===== config.mk =====
export PLATFORM = sky130hd
export DESIGN_NAME = conv_frame_scheduler
export DESIGN_NICKNAME = d
export VERILOG_FILES = /design/src/rtl/conv_frame_scheduler.sv
export SDC_FILE = /design/constraint.sdc
export NUM_CORES = 1
export LEC_CHECK = 0
export ABC_AREA = 1
export ABC_CLOCK_PERIOD_IN_PS = 4150
export CAP_MARGIN = 5
export CORE_MARGIN = 5
export CORE_UTILIZATION = 53
export DETAILED_ROUTE_END_ITERATION = 8
export PLACE_DENSITY = 0.91
export REMOVE_ABC_BUFFERS = 1
export SETUP_SLACK_MARGIN = 0.05
export SYNTH_ARGS = -nofsm -noshare
export SYNTH_HDL_FRONTEND = slang
export SYNTH_SLANG_ARGS = --single-unit

===== constraint.sdc =====
create_clock -name i_clk -period 4.15 [get_ports i_clk]
set_clock_uncertainty 0.15 [all_clocks]
set_input_delay 1.0375 -clock i_clk [delete_from_list [all_inputs] [get_ports i_clk]]
set_output_delay 1.0375 -clock i_clk [all_outputs]
set_load 0.02 [all_outputs]

===== src/rtl/conv_frame_scheduler.sv =====
// ---------------------------------------------------------------------------
// conv_frame_scheduler
//
// Walks a single-window convolution engine across every valid output position
// of an IMG_W x IMG_H frame. For each position it pulses the engine with the
// window's top-left address, waits (under a watchdog) for the engine result,
// then writes that result to the output SRAM in raster order.
//
// Ports:
//   i_clk / i_rst_n      clock (rising edge), asynchronous active-low reset
//   i_start              start a frame (only honoured in IDLE)
//   o_busy               registered, high whenever the FSM is not in IDLE
//   o_done               one-cycle pulse at frame end (normal or aborted)
//   o_error              sticky watchdog flag, cleared by the next accepted start
//   o_conv_start         one-cycle start pulse to the engine
//   o_first_pixel        qualifies o_conv_start for window (0,0): kernel reload
//   o_win_base_addr      row*IMG_W+col of the window's top-left pixel
//   i_conv_done          engine result valid (single-cycle pulse)
//   i_conv_result        engine result
//   o_wr_en / o_wr_addr / o_wr_data / i_wr_ready
//                        output SRAM write port
//   o_dbg_state          current FSM state, for observation only
//
// Handshake: the output write is a valid/ready transfer. o_wr_en is the valid;
// once raised, o_wr_addr and o_wr_data are held stable until a cycle where
// i_wr_ready is also high, and that cycle (and only that cycle) is the transfer.
// ---------------------------------------------------------------------------
module conv_frame_scheduler #(
    parameter int IMG_W       = 8,
    parameter int IMG_H       = 8,
    parameter int KERNEL_SIZE = 3,
    parameter int DATA_WIDTH  = 8,
    parameter int ADDR_WIDTH  = 6,
    parameter int TIMEOUT     = 64
) (
    input  logic                  i_clk,
    input  logic                  i_rst_n,
    input  logic                  i_start,
    output logic                  o_busy,
    output logic                  o_done,
    output logic                  o_error,
    output logic                  o_conv_start,
    output logic                  o_first_pixel,
    output logic [ADDR_WIDTH-1:0] o_win_base_addr,
    input  logic                  i_conv_done,
    input  logic [DATA_WIDTH-1:0] i_conv_result,
    output logic                  o_wr_en,
    output logic [ADDR_WIDTH-1:0] o_wr_addr,
    output logic [DATA_WIDTH-1:0] o_wr_data,
    input  logic                  i_wr_ready,
    output logic [2:0]            o_dbg_state
);

    localparam int OUT_W = IMG_W - KERNEL_SIZE + 1;
    localparam int OUT_H = IMG_H - KERNEL_SIZE + 1;
    localparam int CW    = (OUT_W > 1) ? $clog2(OUT_W) : 1;
    localparam int RW    = (OUT_H > 1) ? $clog2(OUT_H) : 1;
    localparam int TW    = $clog2(TIMEOUT + 1);

    typedef enum logic [2:0] {
        S_IDLE   = 3'd0,
        S_ISSUE  = 3'd1,
        S_WAIT   = 3'd2,
        S_WRITE  = 3'd3,
        S_FINISH = 3'd4
    } state_t;

    state_t                r_state;
    state_t                w_next;
    logic [RW-1:0]         r_row;
    logic [CW-1:0]         r_col;
    logic [ADDR_WIDTH-1:0] r_out_idx;
    logic [TW-1:0]         r_wdog;
    logic [DATA_WIDTH-1:0] r_data;
    logic                  r_error;
    logic                  r_busy;

    logic                  w_last_col;
    logic                  w_last_row;
    logic                  w_last_pix;
    logic                  w_xfer;
    logic                  w_timeout;
    logic [ADDR_WIDTH-1:0] w_base;

    assign w_last_col = (r_col == CW'(OUT_W - 1));
    assign w_last_row = (r_row == RW'(OUT_H - 1));
    assign w_last_pix = w_last_col && w_last_row;
    assign w_xfer     = (r_state == S_WRITE) && i_wr_ready;
    // Abort on the WAIT cycle whose increment brings the counter to TIMEOUT-1,
    // so FINISH follows ISSUE by exactly TIMEOUT cycles.
    assign w_timeout  = ((r_wdog + TW'(1)) == TW'(TIMEOUT - 1));
    assign w_base     = ADDR_WIDTH'(r_row) * ADDR_WIDTH'(IMG_W) + ADDR_WIDTH'(r_col);

    // Next-state logic
    always_comb begin
        w_next = r_state;
        case (r_state)
            S_IDLE:   if (i_start) w_next = S_ISSUE;
            S_ISSUE:  w_next = S_WAIT;
            S_WAIT: begin
                // A result arriving on the timeout cycle still wins.
                if (i_conv_done)    w_next = S_WRITE;
                else if (w_timeout) w_next = S_FINISH;
            end
            S_WRITE: begin
                if (w_xfer) w_next = w_last_pix ? S_FINISH : S_ISSUE;
            end
            S_FINISH: w_next = S_IDLE;
            default:  w_next = S_IDLE;
        endcase
    end

    // State register
    always_ff @(posedge i_clk or negedge i_rst_n) begin
        if (!i_rst_n) begin
            r_state <= S_IDLE;
            r_busy  <= 1'b0;
        end else begin
            r_state <= w_next;
            r_busy  <= (w_next != S_IDLE);
        end
    end

    // Datapath: window position, output index, watchdog, captured result
    always_ff @(posedge i_clk or negedge i_rst_n) begin
        if (!i_rst_n) begin
            r_row     <= '0;
            r_col     <= '0;
            r_out_idx <= '0;
            r_wdog    <= '0;
            r_data    <= '0;
            r_error   <= 1'b0;
        end else begin
            case (r_state)
                S_IDLE: begin
                    if (i_start) begin
                        r_row     <= '0;
                        r_col     <= '0;
                        r_out_idx <= '0;
                        r_error   <= 1'b0;
                    end
                end
                S_ISSUE: begin
                    r_wdog <= '0;
                end
                S_WAIT: begin
                    r_wdog <= r_wdog + TW'(1);
                    if (i_conv_done)    r_data  <= i_conv_result;
                    else if (w_timeout) r_error <= 1'b1;
                end
                S_WRITE: begin
                    if (w_xfer) begin
                        r_out_idx <= r_out_idx + ADDR_WIDTH'(1);
                        if (!w_last_pix) begin
                            if (w_last_col) begin
                                r_col <= '0;
                                r_row <= r_row + RW'(1);
                            end else begin
                                r_col <= r_col + CW'(1);
                            end
                        end
                    end
                end
                default: begin
                end
            endcase
        end
    end

    // Outputs are decoded from registered state, so an asynchronous reset
    // forces them all low immediately.
    assign o_busy          = r_busy;
    assign o_done          = (r_state == S_FINISH);
    assign o_error         = r_error;
    assign o_conv_start    = (r_state == S_ISSUE);
    assign o_first_pixel   = (r_state == S_ISSUE) && (r_row == '0) && (r_col == '0);
    assign o_win_base_addr = (r_state == S_ISSUE) ? w_base : '0;
    assign o_wr_en         = (r_state == S_WRITE);
    assign o_wr_addr       = (r_state == S_WRITE) ? r_out_idx : '0;
    assign o_wr_data       = (r_state == S_WRITE) ? r_data : '0;
    assign o_dbg_state     = r_state;

endmodule


### After elaboration in Yosys (flattened, before gate mapping)

Index checks and enable logic that the tools add are counted.

* flip-flop bits (word level): 32
* latch bits: 0
* memory bits (writable): 0
* memory bits (read-only): 0
* input port bits: 13
* output and inout port bits: 29
* logic and storage cells: 68
* memories: 0

* add/sub/neg operators: 5
* multipliers: 0
* div/mod/pow operators: 0
* order comparisons: 0
* eq/ne operators: 13
* shifts and indexed selects: 0
* multiplexer cells: 26
* bitwise logic cells: 0
* reductions and logical operators: 16

Operators with widths (number)
* $mux W3: 12
* $mux W6: 4
* $pmux W7 S2: 1
* $pmux W3 S2: 2
* $pmux W3 S4: 1
* $pmux W6 S2: 1
* $eq A3 B3 Y1 const B: 3
* $logic_not A3 Y1: 3
* $mux W8: 1
* $ne A2 B2 Y1 const B: 4
* $reduce_and A4 Y1: 2
* $add A7 B1 Y7 const B: 1
* $eq A7 B6 Y1 const B: 1
* $add A3 B1 Y3 const B: 2
* $add A6 B1 Y6 const B: 1
* $add A6 B3 Y6: 1
* $eq A3 B2 Y1 const B: 2
* $reduce_bool A2 Y1: 3
* $reduce_and A5 Y1: 1
* $logic_and A1 B1 Y1: 4
* $ne A2 B1 Y1 const B: 2
* $eq A3 B1 Y1 const B: 1
* $mux W1: 3
* $reduce_and A3 Y1: 1
* 3 further kinds: 3

### Longest topological paths before layout

* depth in word-level cells: 6
* mapped depth: 12
* gate-level depth less buffers: 12

### Worst setup path before layout

Ideal clock, no wire load.

* path type: reg2out
* start point: register r_state[0], in the netlist o_dbg_state[0]
* end point: output port o_first_pixel
* data arrival time: 1.765 ns
* required time: 2.963 ns
* slack: 1.198 ns
* stages on the path, launching flop included: 5
* path buffers: 0
* cells stage by stage: dfrtp_1 inv_1 nor3_1 inv_2 nor2_1

* longest elaborated chain between the ends: 3

Ends and longest elaborated chain
* start: declaration: RTL line 68 `state_t r_state;`
* start signal: assignment: RTL line 119 `r_state <= w_next;`
* $eq A3 B1 Y1
* via o_conv_start: RTL line 42 `output logic o_conv_start,`
* $logic_and A1 B1 Y1 (2 in a row): RTL line 176 `assign o_first_pixel = (r_state == S_ISSUE) && (r_row == '0) && (r_col == '0);`
* end: declaration: RTL line 43 `output logic o_first_pixel,`

The timed path passes the listed nets, and every way through them passes these cells.

### Final worst setup path

* start point: register r_state[0], in the netlist o_dbg_state[0]
* end point: output port o_win_base_addr[0]

* longest elaborated chain between the ends: 2

Ends and longest elaborated chain
* $eq A3 B1 Y1: RTL line 177 `assign o_win_base_addr = (r_state == S_ISSUE) ? w_base : '0;`
* $mux W6: RTL line 177
* end: declaration: RTL line 44 `output logic [ADDR_WIDTH-1:0] o_win_base_addr,`

Every way passes these cells.

==> metrics <==
Final Max Slew Viols 0; num ports 42; Sink Count 32; number of distinct library cells after synthesis 27; # DRC 0; Die Footprint 4640 um^2; Tot GR Track Use 19.1%; site row count 21; Power Total 1420 uW; CP Depth 5; CTS clk-pin slew, worst paths 0.10 ns; unrepaired setup endpoints after global routing false; Critical R2R Launch r_wdog[1]; Cell Area, Synth 1790 um^2; clock buffer depth 2; Final Hold Vio Count 0; top cells by count, synth nand2_1 (51), inv_1 (42), dfrtp_1 (32); status completed; post-synthesis sequential area ratio 44.8%; Critical Path Fanout Max 9; via count 1603; ys flop type dfrtp_1; CP arrival 2.14 ns; top-area cell type share of the netlist area 44.8%; worst path bufs/invs 3; R2R Path End o_busy; CP endpoint kind output port; fin crit share 80.2%; Vias per Instance 4.89; Worst R2R Setup Slack 2.29 ns; Max Cap Viol 0; Placed Cells 321; setup slack at placement 1.18 ns; complex-gate fraction of the synthesized area 10.1%; Chip Width 68.1 um; HP Start o_error; area grow syn2layout 28.7%; final worst setup slack 0.824 ns; simple-gate area share of the yosys netlist 29.5%; Die Height 68.1 um; Post-synth ARST share 100%; largest family of logic cells by synthesized area simple AND/OR/NAND/NOR gates; Static Leak 0.00105 uW; Top delay family on crit path buffers and inverters; Crit Path Category flip-flop to output port; r2r worst-path depth 11; setup violators final 0; setup TNS 0 ns; DRT antenna net count 0; Antenna diodes 0; post-route non-filler standard cell count 328; Avg WL per Cell 11.5 um; share of cells above drive strength 1 9.22%; Hold Path Depth 2; Max IR drop VDD 0.000290 V; crit path cell chain inv_1 > nor3_1 > inv_2 > nor2_1 > clkdlybuf4s50_1; EDFF count, synth 0; detailed router's first-iteration violation count 83; postcts setup bufs 0; Post-Synth XOR/XNOR Area 0.979%; #FFs+latches synth 32; ranking of synthesized cells by area dfrtp_1 (45%), nand2_1 (11%), inv_1 (8.8%), nor2_1 (6.5%), o21ai_0 (5.3%); CTS buffer count 5; Synth warnings 0; Period minus WS final 3.33 ns; hold_ws 0.375 ns; post-CTS sizing 0; mux cell area share after synthesis 0%; worst skew pair latency 0.34 ns; cell taking the most area after synthesis dfrtp_1; CP max-delay cell clkdlybuf4s50_1; CTS Hold Buffers Added 0; RePlAce Congestion 0.844; crit path from o_dbg_state[0]; post-synthesis adder-cell area fraction 4.20%; Starting Density 54.0%; Hold Crit Endpoint o_error; Fmax 301 MHz; Syn Inst Count 235; CP peak stage delay 0.62 ns; most frequent cell after synthesis nand2_1; CTS tree built; Detailed Place HPWL 2.87 mm; Core ar. 3310 um^2; GR Overflow Total 0; CTS Root Cell clkbuf_4; number of antenna violations at the first check in global routing 0; first-pass GRT wire length 6.52 mm; nets 301; Critical Path Start Type flip-flop; measured slew at the worst slew-check pin 0.390 ns; fill cell count 279; pin count of the biggest net entering global routing 33; number of global-route vias before repair 1506; relative slew slack 73.8%; Port Buffer Count 41; Hold Path Class flip-flop to flip-flop; H-tree depth 2; Routed WL 3.76 mm; Worst EP required 2.96 ns; Power Dens Cells 615 nW/um^2; drt pass-1 iters 4; Mapped Avg Cell Area 7.61 um^2
[layer usage]
layer,vias up,part of all wire [%],GRT usage (%)
li1,823,-,-
met1,730,43,23.0
met2,43,50,31.9
met3,7,6.0,6.40
met4,0,1.3,5.96
met5,-,0,0
[sequential cells by signal, summed over array words and instances, names as in the netlist]
register and flops:
r_data 8, r_row 3, r_col 3, o_busy 1
r_out_idx 6, o_error 1, r_wdog 7, o_dbg_state 3
[how the worst max path moves through the flow]
stage,endpoint,slack (ns)
finish,o_win_base_addr[0],0.82
global route,o_win_base_addr[0],0.64
CTS,o_win_base_addr[0],0.80
detailed placement,o_win_base_addr[0],1.18
global placement,o_first_pixel,1.27
floorplan,o_first_pixel,1.20
[stage by stage]
step           instance area (um^2)  util, %
6_report                       2300     69.5
5_1_grt                        2300     69.5
4_1_cts                        2300     69.5
3_5_place_dp                   2260     68.1
3_3_place_gp                   2260     68.1
2_1_floorplan                  1780        -
[worst reg2reg max path, stage by stage, from the launching register on]
cell	delay, ns
dfrtp_1	0.44
ha_1	0.21
nand2_1	0.13
nand2_1	0.09
nor2_1	0.09
nand2_1	0.06
nor2_1	0.19
nand2_1	0.08
nand2_1	0.07
nand2_1	0.07
nor2_1	0.11
nand2_1	0.05
[where the power goes]
group	internal, uW	total [uW]	switching (uW)
sequential	420	498	77.4
combinational	282	752	470
clock	62.2	166	103
[cell type report]
type | count | area, um^2 | share of cell area [%]
Timing Repair Buffer | 42 | 418 | 18.2
Tap cell | 46 | 57.6 | 2.50
Clock inverter | 1 | 5.00 | 0.217
Sequential cell | 32 | 801 | 34.8
Inverter | 46 | 179 | 7.77
Clock buffer | 6 | 41.3 | 1.79
Multi-Input combinational cell | 155 | 801 | 34.8
[cells in the final DEF, fill, tap and decap left out]
cell,synthesis,routed
clkdlybuf4s50_1,0,41
clkbuf_4,0,5
o21ai_1,4,4
nor2_2,2,2
inv_6,1,1
xor2_1,2,2
nand4_1,5,5
nor2_4,3,3
inv_2,2,2
nor2_1,31,31
o22ai_1,3,3
nor3_1,3,3
o31ai_1,1,1
clkinv_2,1,2
dfrtp_1,32,32
nand2_2,4,4
nand2_4,2,2
o21ai_0,19,19
nor3_2,1,1
clkbuf_1,0,1
inv_1,42,42
a21oi_1,6,6
nand3_1,7,7
ha_1,6,6
nor3b_1,2,2
buf_4,0,1
o21ai_2,1,1
nand2_1,51,51
nand3_2,2,2
[logic make-up (layout without fill, tap and decap cells)]
group / count (synthesis) / after routing
xor gates and xnor gates: 2 / 2
adders and majority gates: 6 / 6
AOI/OAI and AO/OA: 34 / 34
DFF: 32 / 32
buffers and inverters: 48 / 95
and+or+nand+nor: 113 / 113
Power figures use the tool's default switching activity.
